==> config.mk <==
export PLATFORM = sky130hd
export DESIGN_NAME = scoreboard_hazard_unit
export DESIGN_NICKNAME = d
export VERILOG_FILES = /design/src/rtl/scoreboard_hazard_unit.sv
export SDC_FILE = /design/constraint.sdc
export NUM_CORES = 1
export LEC_CHECK = 0
export CAP_MARGIN = 20
export CORE_MARGIN = 2
export CORE_UTILIZATION = 34
export DETAILED_ROUTE_END_ITERATION = 8
export PLACE_DENSITY = 0.51
export SLEW_MARGIN = 20
export SYNTH_ARGS = -nofsm -noshare
export SYNTH_HDL_FRONTEND = slang
export SYNTH_SLANG_ARGS = --single-unit
==> constraint.sdc <==
create_clock -name clk -period 8.9 [get_ports clk]
set_clock_uncertainty 0.05 [all_clocks]
set_input_delay 1.78 -clock clk [delete_from_list [all_inputs] [get_ports clk]]
set_output_delay 1.78 -clock clk [all_outputs]
set_load 0.01 [all_outputs]
==> src/rtl/scoreboard_hazard_unit.sv <==
// ID-stage scoreboard: per-register result countdowns drive RAW/WAW interlocks,
// a busy countdown guards the single multi-cycle unit, and stall cycles are counted.
module scoreboard_hazard_unit #(
  parameter int REG_ADDR_LEN = 5,
  parameter int NUM_REGS     = 32,
  parameter int LAT_W        = 3,
  parameter int CNT_W        = 16
) (
  input  logic                    clk,
  input  logic                    rst,
  input  logic                    id_valid,
  input  logic [REG_ADDR_LEN-1:0] rs_addr_id,
  input  logic [REG_ADDR_LEN-1:0] rt_addr_id,
  input  logic                    need_rs_id,
  input  logic                    need_rt_id,
  input  logic                    wr_en_id,
  input  logic [REG_ADDR_LEN-1:0] write_reg_addr_id,
  input  logic [LAT_W-1:0]        lat_id,
  input  logic                    mc_id,
  input  logic                    flush,
  output logic                    stall,
  output logic [1:0]              stall_reason,
  output logic                    issue,
  output logic [CNT_W-1:0]        stall_count,
  output logic                    pending_any
);

  logic [LAT_W-1:0] pend_q [NUM_REGS];
  logic [LAT_W-1:0] pend_d [NUM_REGS];
  logic [LAT_W-1:0] mc_busy_q, mc_busy_d;
  logic [CNT_W-1:0] stall_count_q, stall_count_d;

  logic             raw_s, waw_s, str_s, stall_s, issue_s, wr_dst_s;
  logic [LAT_W-1:0] pend_rs_s, pend_rt_s, pend_wd_s;

  // Hazard terms against the current scoreboard; flush suppresses both stall and issue.
  always_comb begin
    pend_rs_s = pend_q[rs_addr_id];
    pend_rt_s = pend_q[rt_addr_id];
    pend_wd_s = pend_q[write_reg_addr_id];
    raw_s     = id_valid & ((need_rs_id & (rs_addr_id != '0) & (pend_rs_s != '0)) |
                            (need_rt_id & (rt_addr_id != '0) & (pend_rt_s != '0)));
    // A younger write may not land before an older in-flight one.
    waw_s     = id_valid & wr_en_id & (write_reg_addr_id != '0) & (pend_wd_s > lat_id);
    str_s     = id_valid & mc_id & (mc_busy_q != '0);
    stall_s   = ~flush & (raw_s | waw_s | str_s);
    issue_s   = id_valid & ~flush & ~stall_s;
    wr_dst_s  = issue_s & wr_en_id & (write_reg_addr_id != '0);
  end

  // Stall reason priority: RAW, then WAW, then structural.
  always_comb begin
    if (!stall_s) begin
      stall_reason = 2'd0;
    end else if (raw_s) begin
      stall_reason = 2'd1;
    end else if (waw_s) begin
      stall_reason = 2'd2;
    end else begin
      stall_reason = 2'd3;
    end
  end

  // Countdown next state; an issuing write reloads its destination over the decrement.
  always_comb begin
    pending_any = (mc_busy_q != '0);
    for (int r = 0; r < NUM_REGS; r++) begin
      pend_d[r] = (pend_q[r] != '0) ? pend_q[r] - LAT_W'(1) : '0;
      if (wr_dst_s && (write_reg_addr_id == REG_ADDR_LEN'(r))) begin
        pend_d[r] = lat_id;
      end else begin
        pend_d[r] = pend_d[r];
      end
      pending_any = pending_any | (pend_q[r] != '0);
    end
    pend_d[0] = '0;

    if (issue_s && mc_id) begin
      mc_busy_d = lat_id;
    end else begin
      mc_busy_d = (mc_busy_q != '0) ? mc_busy_q - LAT_W'(1) : '0;
    end

    if (stall_s && (stall_count_q != '1)) begin
      stall_count_d = stall_count_q + CNT_W'(1);
    end else begin
      stall_count_d = stall_count_q;
    end
  end

  // Scoreboard state registers.
  always_ff @(posedge clk or posedge rst) begin
    if (rst) begin
      for (int r = 0; r < NUM_REGS; r++) begin
        pend_q[r] <= '0;
      end
      mc_busy_q     <= '0;
      stall_count_q <= '0;
    end else begin
      pend_q        <= pend_d;
      mc_busy_q     <= mc_busy_d;
      stall_count_q <= stall_count_d;
    end
  end

  assign stall       = stall_s;
  assign issue       = issue_s;
  assign stall_count = stall_count_q;

endmodule
==> reports/summary.txt <==
Starting Density = 34.4%
Port Buffer Count = 46
Placer Congestion = 0.932
YS warnings = 0
Placeable Area = 0.0242 mm2
CTS tree = built
FP Rows = 57
DP Cell Count = 1159
Prevailing post-synth register cell = dfrtp_1
Synth Area per Inst = 10.2 um2
Setup Fix Bufs, Post-CTS = 0
Initial antenna violation count = 0
Peak Freq = 127 MHz
Min-Delay Path Class = reg2reg
Critical path required time = 7.07 ns
Post-DRT Antenna Nets = 0
Die ar. = 0.0258 mm2
Gr ovfl total = 0
Diodes inserted = 0
Worst VDD drop = 93.9 uV
Fillers = 2376
Clock Pin Slew Worst Setup and Hold Paths = 0.07 ns
Post-Layout Inst Area = 0.00944 mm2
Critical Path AT = 6.05 ns
DR WL/cell = 21.5 um
Buffers and inverters on the worst path = 3
1st-iter DRT viols = 524
Post-synth ARST share = 100%
Setup TNS = 0 ns
Crit end category = output port
I/O pins = 47
Fin crit period = 7.88 ns
Dpl hpwl = 18.4 mm
Kind of cell adding the most delay to the critical path = buffers and inverters
Mapped cell area = 0.00835 mm2
Leak = 4.37 nW
Bufs on Longest Clock Path = 2
Synthesized flop and latch total = 112
CTS Root Cell = clkbuf_16
Vias after detailed routing = 6443
Layout area overhead = 13.0%
Worst skew pair latency = 0.37 ns
Status = complete, no violations
Final non-filler cell total = 1175
Final hold vios = 0
Avg Vias per Cell = 5.48
H-tree Lvls = 3
Placed Area = 0.00910 mm2
Worst slew margin = 44.2%
# clock sinks = 112
Setup CP Type = in2out
Setup slack after layout = 1.02 ns
Residual DRC = 0
Startpoint types = input port
Unrepaired setup endpoints after global routing = no
Final period util = 88.5%
Global-route wire length before repair = 39.8 mm
Post-synth EDFFs = 0
Largest net degree at the start of global routing = 64
Final Net Count = 940
Total track usage = 20.1%
CP Max Fanout = 20
Mapped Nets = 911
Post-synthesis sequential area ratio = 33.6%
Finish-stage setup viols = 0
Slew Limit Fails = 0
Pre-CTS WS = 1.02 ns
Worst slew pin tran = 0.837 ns
Pwr Total = 1.57 mW
TritonCTS buffer count = 9
Die Y = 161 um
Post-CTS resize count = 0
Power Density = 167 mW/mm2
Vias in the first global route = 6475
Crit-path slowest cell = clkdlybuf4s50_1
First drt pass iteration count = 5
CP Cell Sequence = clkdlybuf4s50_1 > buf_4 > nor2b_1 > a22o_1 > mux4_2 > mux2_2 > ha_1 > nor2b_1 > o21ai_0 > a21oi_1 > nand2b_1 > a221oi_2 > nand2_2 > nor2_1 > clkdlybuf4s50_1
Synth Instances = 817
Netlist cell types = 63
Cts hold-fix bufs = 0
MaxCap Viol Count = 0
Share of cells above drive strength 1 = 21.6%
Die width = 161 um
Drt total wl = 25.2 mm
Crit-path max cell delay = 0.70 ns
==> kinds of logic after synthesis <==
family	after synthesis	share of synthesized area, %
xor+xnor	15	1.57
flops	112	33.6
buf+inv	111	5.44
simple gates	284	19.1
fa+ha+maj	68	10.2
mux	135	22.7
compound gates	92	7.39
==> metal layers <==
metal / wire (um) / track usage (%) / up-vias / part of all wire, %
li1: - / - / 2955 / -
met1: 11400 / 26.9 / 3224 / 45
met2: 11900 / 32.9 / 205 / 47
met3: 1130 / 3.46 / 59 / 4.5
met4: 824 / 6.90 / 0 / 3.3
met5: 0 / 0 / - / 0
==> registers in the layout, indices dropped and copies added (netlist names) <==
signal and cells:
pend_q 93, stall_count 16, mc_busy_q 3
==> area by class of cell <==
class,instances,area (um2),share of cell area [%]
clock buffer,10,239,2.53
timing repair buffer,55,518,5.49
sequential,112,2800,29.7
multi-input combinational,594,5090,54.0
tap,324,405,4.30
clock inverter,6,95.1,1.01
inverter,74,280,2.97
==> cell usage in the layout, fill, tap and decap left out, drive strengths merged, types with 22 or more instances in the layout <==
cell type,n
clkdlybuf4s50,44
dfrtp,112
ha,68
inv,77
mux2,99
mux4,33
nand2,55
nand3,22
nor2,100
nor4,33
o21ai,41
==> cell usage after synthesis, types with 6 or more instances <==
cell	number	share of area (%)
a211oi_1	6	0.54
a21oi_1	8	0.48
buf_1	7	0.31
buf_2	12	0.72
clkbuf_1	14	0.63
dfrtp_1	112	34
ha_1	68	10
inv_1	74	3.3
mux2_1	6	0.81
mux2_2	90	12
mux4_2	33	8.9
nand2_1	54	2.4
nand2b_1	9	0.67
nand3_1	22	1.3
nand4_1	15	1.1
nor2_1	100	4.5
nor3_1	14	0.84
nor4_1	19	1.4
nor4_4	13	3.3
o21ai_0	41	2.5
xnor2_1	15	1.6
==> worst paths after layout <==
path                                            from            to  slack, ns  cells past startpoint
worst max-delay path            write_reg_addr_id[1]         issue       1.02                     15
worst max register to register            pend_q[52]    pend_q[80]       4.31                     13
worst min-delay path                    mc_busy_q[0]  mc_busy_q[0]       0.44                      1
worst min register to register          mc_busy_q[0]  mc_busy_q[0]       0.44                      1
max in group asynchronous                        rst    pend_q[18]       5.71                      3
min in group asynchronous                        rst    pend_q[74]       1.80                      2
==> stage by stage <==
stage          hold slack (ns)  utilization [%]
5_1_grt                  0.477             38.9
6_report                 0.440             38.9
2_1_floorplan            0.406                -
3_3_place_gp             0.427             37.5
4_1_cts                  0.444             38.9
3_5_place_dp             0.435             37.5
==> power breakdown <==
group	switching, mW	internal [mW]	total (mW)
Sequential	0.0786	0.559	0.637
Clock	0.205	0.259	0.463
Combinational	0.276	0.194	0.470
Note: power is estimated with default switching activity, not from simulation.
